$ cat config.mk
export PLATFORM = sky130hd
export DESIGN_NAME = layer_compositor
export DESIGN_NICKNAME = d
export VERILOG_FILES = /design/src/rtl/layer_compositor.sv
export SDC_FILE = /design/constraint.sdc
export NUM_CORES = 1
export LEC_CHECK = 0
export BUFFER_PORTS_ARGS = -buffer_cell sky130_fd_sc_hd__buf_4
export CORE_MARGIN = 5
export CORE_UTILIZATION = 55
export DETAILED_ROUTE_END_ITERATION = 7
export PLACE_DENSITY = 0.74
export SETUP_SLACK_MARGIN = 0.5
export SKIP_LAST_GASP = 1
export SLEW_MARGIN = 20
export SYNTH_ARGS = -nofsm -noshare
export SYNTH_HDL_FRONTEND = slang
export SYNTH_SLANG_ARGS = --single-unit
$ cat constraint.sdc
create_clock -name Clk -period 6.24 [get_ports Clk]
set_input_delay 0.312 -clock Clk [delete_from_list [all_inputs] [get_ports Clk]]
set_output_delay 0.312 -clock Clk [all_outputs]
set_load 0.01 [all_outputs]
$ cat src/rtl/layer_compositor.sv
// layer_compositor
//   Five-stage sprite compositor for the VGA path. N_LAYERS rectangular sprites
//   are overlaid on a background palette index with fixed priority (layer 0
//   wins) and colour-key transparency. The winning index is looked up in a
//   writable palette RAM, and the colour is scaled by a frame-stepped fade level.
//   Sprite enables and positions are shadowed on frame_start, so game logic can
//   update them at any time without tearing.
//
// Ports
//   Clk, Reset                 clock, asynchronous active-high reset
//   frame_start                1-cycle pulse per frame (blanking)
//   pix_valid, DrawX, DrawY    pixel coordinate stream
//   layer_en/x/y               per-layer enable and top-left corner (shadowed)
//   rom_addr / rom_data        per-layer sprite ROM port (1-cycle read latency)
//   pal_we/waddr/wdata         palette RAM write port, {R,G,B}
//   fade_req, fade_dark        fade transition request / fully dark flag
//   out_valid, VGA_R/G/B       output pixel; RGB is 0 when out_valid is low
//
// Fade FSM
//   state    | meaning
//   SHOWN    | lvl=16, full brightness, waits for fade_req
//   FADE_OUT | lvl drops by 1 every FADE_DIV frame_starts down to 0
//   DARK     | lvl=0, fade_dark=1, waits for fade_req
//   FADE_IN  | lvl rises by 1 every FADE_DIV frame_starts up to 16

module layer_compositor #(
  parameter int N_LAYERS = 4,
  parameter int SPR_W    = 32,
  parameter int SPR_H    = 32,
  parameter int PIX_W    = 4,
  parameter int TRANSP   = 0,
  parameter int BG_IDX   = 1,
  parameter int FADE_DIV = 2,
  localparam int AW      = $clog2(SPR_W * SPR_H)
) (
  input  logic                      Clk,
  input  logic                      Reset,
  input  logic                      frame_start,
  input  logic                      pix_valid,
  input  logic [9:0]                DrawX,
  input  logic [9:0]                DrawY,
  input  logic [N_LAYERS-1:0]       layer_en,
  input  logic [N_LAYERS*10-1:0]    layer_x,
  input  logic [N_LAYERS*10-1:0]    layer_y,
  output logic [N_LAYERS*AW-1:0]    rom_addr,
  input  logic [N_LAYERS*PIX_W-1:0] rom_data,
  input  logic                      pal_we,
  input  logic [PIX_W-1:0]          pal_waddr,
  input  logic [23:0]               pal_wdata,
  input  logic                      fade_req,
  output logic                      fade_dark,
  output logic                      out_valid,
  output logic [7:0]                VGA_R,
  output logic [7:0]                VGA_G,
  output logic [7:0]                VGA_B
);

  localparam logic [PIX_W-1:0] TRANSP_IDX = PIX_W'(TRANSP);
  localparam logic [PIX_W-1:0] BG_SEL     = PIX_W'(BG_IDX);
  localparam int               DW         = (FADE_DIV > 1) ? $clog2(FADE_DIV) : 1;
  localparam logic [DW-1:0]    DIV_LOAD   = DW'(FADE_DIV - 1);

  typedef enum logic [1:0] {SHOWN, FADE_OUT, DARK, FADE_IN} fade_state_t;

  fade_state_t          state;
  logic [4:0]           lvl;
  logic [DW-1:0]        div_cnt;

  logic [N_LAYERS-1:0]    sh_en;
  logic [N_LAYERS*10-1:0] sh_x;
  logic [N_LAYERS*10-1:0] sh_y;

  logic [N_LAYERS-1:0]    hit_c;
  logic [N_LAYERS*AW-1:0] addr_c;
  logic                   s1_valid, s2_valid, s3_valid, s4_valid;
  logic [N_LAYERS-1:0]    s1_hit, s2_hit;
  logic [PIX_W-1:0]       sel_c, s3_sel;
  logic [23:0]            pal_mem [2**PIX_W];
  logic [23:0]            pal_q;

  // Span test widened to 11 bits so a sprite near column/row 1023 clips
  // instead of wrapping its right/bottom edge back to 0.
  function automatic logic in_span(input logic [9:0] pos, input logic [9:0] start,
                                   input int len);
    return ({1'b0, pos} >= {1'b0, start}) &&
           ({1'b0, pos} <  ({1'b0, start} + 11'(len)));
  endfunction

  // (c*lvl)>>4; lvl=16 is an exact pass-through.
  function automatic logic [7:0] scale(input logic [7:0] c, input logic [4:0] l);
    return 8'(({4'b0, c} * {7'b0, l}) >> 4);
  endfunction

  // Shadow registers: a pixel in the frame_start cycle still sees the old values.
  always_ff @(posedge Clk or posedge Reset) begin
    if (Reset) begin
      sh_en <= '0;
      sh_x  <= '0;
      sh_y  <= '0;
    end else if (frame_start) begin
      sh_en <= layer_en;
      sh_x  <= layer_x;
      sh_y  <= layer_y;
    end
  end

  always_comb begin
    hit_c  = '0;
    addr_c = '0;
    for (int i = 0; i < N_LAYERS; i++) begin
      hit_c[i] = pix_valid && sh_en[i] &&
                 in_span(DrawX, sh_x[i*10 +: 10], SPR_W) &&
                 in_span(DrawY, sh_y[i*10 +: 10], SPR_H);
      if (hit_c[i])
        addr_c[i*AW +: AW] = AW'((int'(DrawY) - int'(sh_y[i*10 +: 10])) * SPR_W +
                                 (int'(DrawX) - int'(sh_x[i*10 +: 10])));
    end
  end

  // Walk from lowest priority up so the lowest opaque layer is written last.
  always_comb begin
    sel_c = BG_SEL;
    for (int i = N_LAYERS - 1; i >= 0; i--) begin
      if (s2_hit[i] && (rom_data[i*PIX_W +: PIX_W] != TRANSP_IDX))
        sel_c = rom_data[i*PIX_W +: PIX_W];
    end
  end

  always_ff @(posedge Clk or posedge Reset) begin
    if (Reset) begin
      s1_valid  <= 1'b0;
      s1_hit    <= '0;
      rom_addr  <= '0;
      s2_valid  <= 1'b0;
      s2_hit    <= '0;
      s3_valid  <= 1'b0;
      s3_sel    <= '0;
      s4_valid  <= 1'b0;
      out_valid <= 1'b0;
      VGA_R     <= 8'd0;
      VGA_G     <= 8'd0;
      VGA_B     <= 8'd0;
    end else begin
      s1_valid  <= pix_valid;
      s1_hit    <= hit_c;
      rom_addr  <= addr_c;
      s2_valid  <= s1_valid;
      s2_hit    <= s1_hit;
      s3_valid  <= s2_valid;
      s3_sel    <= sel_c;
      s4_valid  <= s3_valid;
      out_valid <= s4_valid;
      VGA_R     <= s4_valid ? scale(pal_q[23:16], lvl) : 8'd0;
      VGA_G     <= s4_valid ? scale(pal_q[15:8],  lvl) : 8'd0;
      VGA_B     <= s4_valid ? scale(pal_q[7:0],   lvl) : 8'd0;
    end
  end

  // Palette RAM is left unreset; a colliding write/read returns the old entry.
  always_ff @(posedge Clk) begin
    if (pal_we)
      pal_mem[pal_waddr] <= pal_wdata;
    pal_q <= pal_mem[s3_sel];
  end

  // fade_req is taken in any cycle; the level only moves on frame_start, and the
  // divider is reloaded on acceptance so the first step lands on a later frame.
  always_ff @(posedge Clk or posedge Reset) begin
    if (Reset) begin
      state     <= SHOWN;
      lvl       <= 5'd16;
      div_cnt   <= '0;
      fade_dark <= 1'b0;
    end else begin
      case (state)
        SHOWN: begin
          if (fade_req) begin
            state   <= FADE_OUT;
            div_cnt <= DIV_LOAD;
          end
        end
        FADE_OUT: begin
          if (frame_start) begin
            if (div_cnt == '0) begin
              div_cnt <= DIV_LOAD;
              lvl     <= lvl - 5'd1;
              if (lvl == 5'd1) begin
                state     <= DARK;
                fade_dark <= 1'b1;
              end
            end else begin
              div_cnt <= div_cnt - DW'(1);
            end
          end
        end
        DARK: begin
          if (fade_req) begin
            state     <= FADE_IN;
            div_cnt   <= DIV_LOAD;
            fade_dark <= 1'b0;
          end
        end
        FADE_IN: begin
          if (frame_start) begin
            if (div_cnt == '0) begin
              div_cnt <= DIV_LOAD;
              lvl     <= lvl + 5'd1;
              if (lvl == 5'd15)
                state <= SHOWN;
            end else begin
              div_cnt <= div_cnt - DW'(1);
            end
          end
        end
        default: begin
          state     <= SHOWN;
          lvl       <= 5'd16;
          fade_dark <= 1'b0;
        end
      endcase
    end
  end

endmodule

==> metrics <==
CP peak stage delay=0.89 ns; Final Cell Area=35500 µm²; Fin Setup TNS=0 ns; CTS sink cnt=582; Synth Instances=around 2200; Arr. time, crit path=4.71 ns; hold slack final=0.04683 ns; CTS Buffer Depth=3; Setup WS post-layout=2.040 ns; r2r worst-path depth=12; GR peak layer=met2; worst path required time=6.75 ns; Tot GR Track Use=24.66%; Via density=about 5.8; CP endpoint kind=flop; RSZ-0062 raised after global routing=no; Post-Syn Area per Cell=~14 µm²; run status=completed; number of setup buffers added after CTS=0; # rows=85; Finished Core Util=65.97%; Yosys cell types=66; met3 Usage GRT=3.960%; via count=approximately 19000; Max Cap Violations=0; dpl cells=3072; crit-path cells=and2_1 -> fa_1 -> fa_1 -> inv_1 -> fa_1 -> inv_1 -> ha_1 -> nand4_1 -> a31oi_1 -> o211ai_1 -> a211oi_1 -> o21bai_1; Switching Power=around 4 mW; period utilization=about two thirds; clock period minus final worst setup slack=around 4.2 ns; Crit. path cell count=12; fmax=238.1 MHz; Area Growth Syn to Fin=18.75%; Worst-Margin Slew=1.004 ns; switching share of power=32.72%; HP Class=input port to flop; peak supply drop=roughly 240 µV; Layout Cells excl Fill=3302; Hold Path Origin=rom_data[4]; largest net degree at the start of global routing=116; sequential share of the synthesized area=54.75%; Slew HR=33.06%; Reg-to-Reg Start=lvl[2]; Crit path max-delay family=adder cells; LEAKAGE=approximately 15 nW; hold-critical path depth=4; ys flop type=edfxtp_1; H-Tree Depth=2; Post-synth ARST share=approximately 30%; CP Buf/Inv Count=2; vias in the first global route=20040; Total Routed Length=about 73000 µm; startpoint types=flop; final setup vio count=0; Initial DRC Count=1379; Worst path slowest cell=dfrtp_1; share of layout cells above drive strength 1=19.05%; Yosys warnings=0; Hold Violations, Final=0; Comb pwr share=33.2%; synthesized flop and latch total=approximately 580; first-pass GRT wire length=114100 µm; Core Box Area=53810 µm²; met2 Use GR=42.23%; Mapped Nets=2666; placed instance area=32370 µm²; most frequent cells in the layout=edfxtp_1, buf_4, ha_1; CP Max Fanout=29; clk root buf=clkbuf_16; Initial Utilization=55.55%; clock skew=a little over 0.06 ns; Die X=approximately 240 µm; DRT Pass-1 Iters=5; Mapped Area=29890 µm²; Slew Viols, Final=0; GRT overflow=0; Final Power=12.11 mW; M1 GR Usage=about a third; Final #Nets=roughly 3000; DRC viols=0; PD cells=roughly 340 nW/µm²; CTS Buf Count=58; Reg power frac=38.2%; WL/cell=between 20 and 25 µm; crit path from=lvl[2]; CTS tree=done; Final ANT Viol Nets=0; Cell Int Power=8.149 mW; Top cell by count, worst path=fa_1; GP Congestion=0.8711; input/output buffers=219; Top Ports=220; pre-CTS setup slack=2.124 ns; clock share of power=28.7%; commonest non-fill, non-tap cell in the layout=edfxtp_1; Die ar.=59110 µm²; antenna violations before repair=4; number of flops mapped to enable cells by yosys=384; Die Height=243.1 µm; Worst-path clk slew=roughly 0.06 ns; DP HPWL=47330 µm; kind of critical path=flop to flop; Skew-Pair Late Insertion Delay=0.65 ns
## worst paths after layout
| path | end | slack [ns] |
|---|---|---|
| max | VGA_B[7] | 2.04 |
| min | s3_sel[0] | 0.05 |
| max reg2reg | VGA_B[7] | 2.04 |
| min reg2reg | s2_valid | 0.34 |
| max in group asynchronous | sh_x[12] | 4.36 |
| min in group asynchronous | VGA_B[6] | 0.39 |
## Yosys cell counts (42+ instances only)
| cell type | instances | area [µm²] |
|---|---|---|
| edfxtp_1 | 384 | 11530 |
| ha_1 | 222 | 2778 |
| inv_1 | 218 | 818.3 |
| dfrtp_1 | 173 | 4329 |
| nand2_1 | 157 | 589.3 |
| mux4_2 | 120 | 2703 |
| nor2_1 | 119 | 446.7 |
| o21ai_0 | 119 | 595.6 |
| fa_1 | 88 | 1762 |
| and2_1 | 77 | 481.7 |
| xnor2_1 | 67 | 586.8 |
| a21oi_1 | 66 | 330.3 |
| clkbuf_1 | 54 | 202.7 |
| nand3_1 | 42 | 210.2 |
## timing repair
action	CTS	global route
hold endpoints to repair	577	0
gates resized for setup	0	0
hold buffers	117	0
## final cells by class
| class | count | area, µm² |
|---|---|---|
| Fill cell | 3757 | 18320 |
| Sequential cell | 582 | 16380 |
| Multi-Input combinational cell | 1336 | 12500 |
| Timing Repair Buffer | 358 | 3000 |
| Clock buffer | 69 | 1533 |
| Tap cell | 696 | 870.8 |
| Inverter | 218 | 825.8 |
| Clock inverter | 40 | 386.6 |
| Antenna cell | 3 | 7.507 |
## worst reg2reg max path: stages, from the launching register on
cell and delay, ns:
dfrtp_1 0.89, and2_1 0.25, fa_1 0.45, fa_1 0.54, inv_1 0.05, fa_1 0.52, inv_1 0.04, ha_1 0.34
nand4_1 0.13, a31oi_1 0.34, o211ai_1 0.19, a211oi_1 0.21, o21bai_1 0.15
## registers in the layout (all words and copies together), names as in the netlist, 4 cells and up
signal,cells
sh_x,40
s2_hit,4
sh_y,40
s1_hit,4
sh_en,4
pal_q,24
rom_addr,40
VGA_G,8
VGA_R,8
VGA_B,8
s3_sel,4
pal_mem,384
lvl,5
## layer usage
metal | vias up | part of all wire (%) | routed length (µm)
met5 | - | 0.0096 | 7
met3 | 134 | 6.6 | 4835
met2 | 691 | 50 | 36430
li1 | 8645 | - | -
met4 | 2 | 2.9 | 2093
met1 | 9587 | 40 | 29430
## power groups by stage
| stage | sequential (mW) | combinational (mW) | clock (mW) |
|---|---|---|---|
| floorplan | 4.56 | 3.03 | 0 |
| global placement | 4.68 | 3.79 | 0 |
| detailed placement | 4.70 | 3.94 | 0 |
| CTS | 4.62 | 4.03 | 3.54 |
| global route | 4.65 | 4.56 | 3.72 |
| finish | 4.62 | 4.02 | 3.47 |
## logic make-up (layout without fill, tap and decap cells)
family	after synthesis	count (layout)	synth area share, %
and+or+nand+nor	497	497	7.953
buffers and inverters	284	685	3.616
other	0	3	0
DFF	582	582	54.75
adders and majority gates	310	310	15.18
muxes	136	136	9.639
AOI/OAI and AO/OA	299	299	6.102
xor gates and xnor gates	94	94	2.754
(Power assumes the default switching activity.)
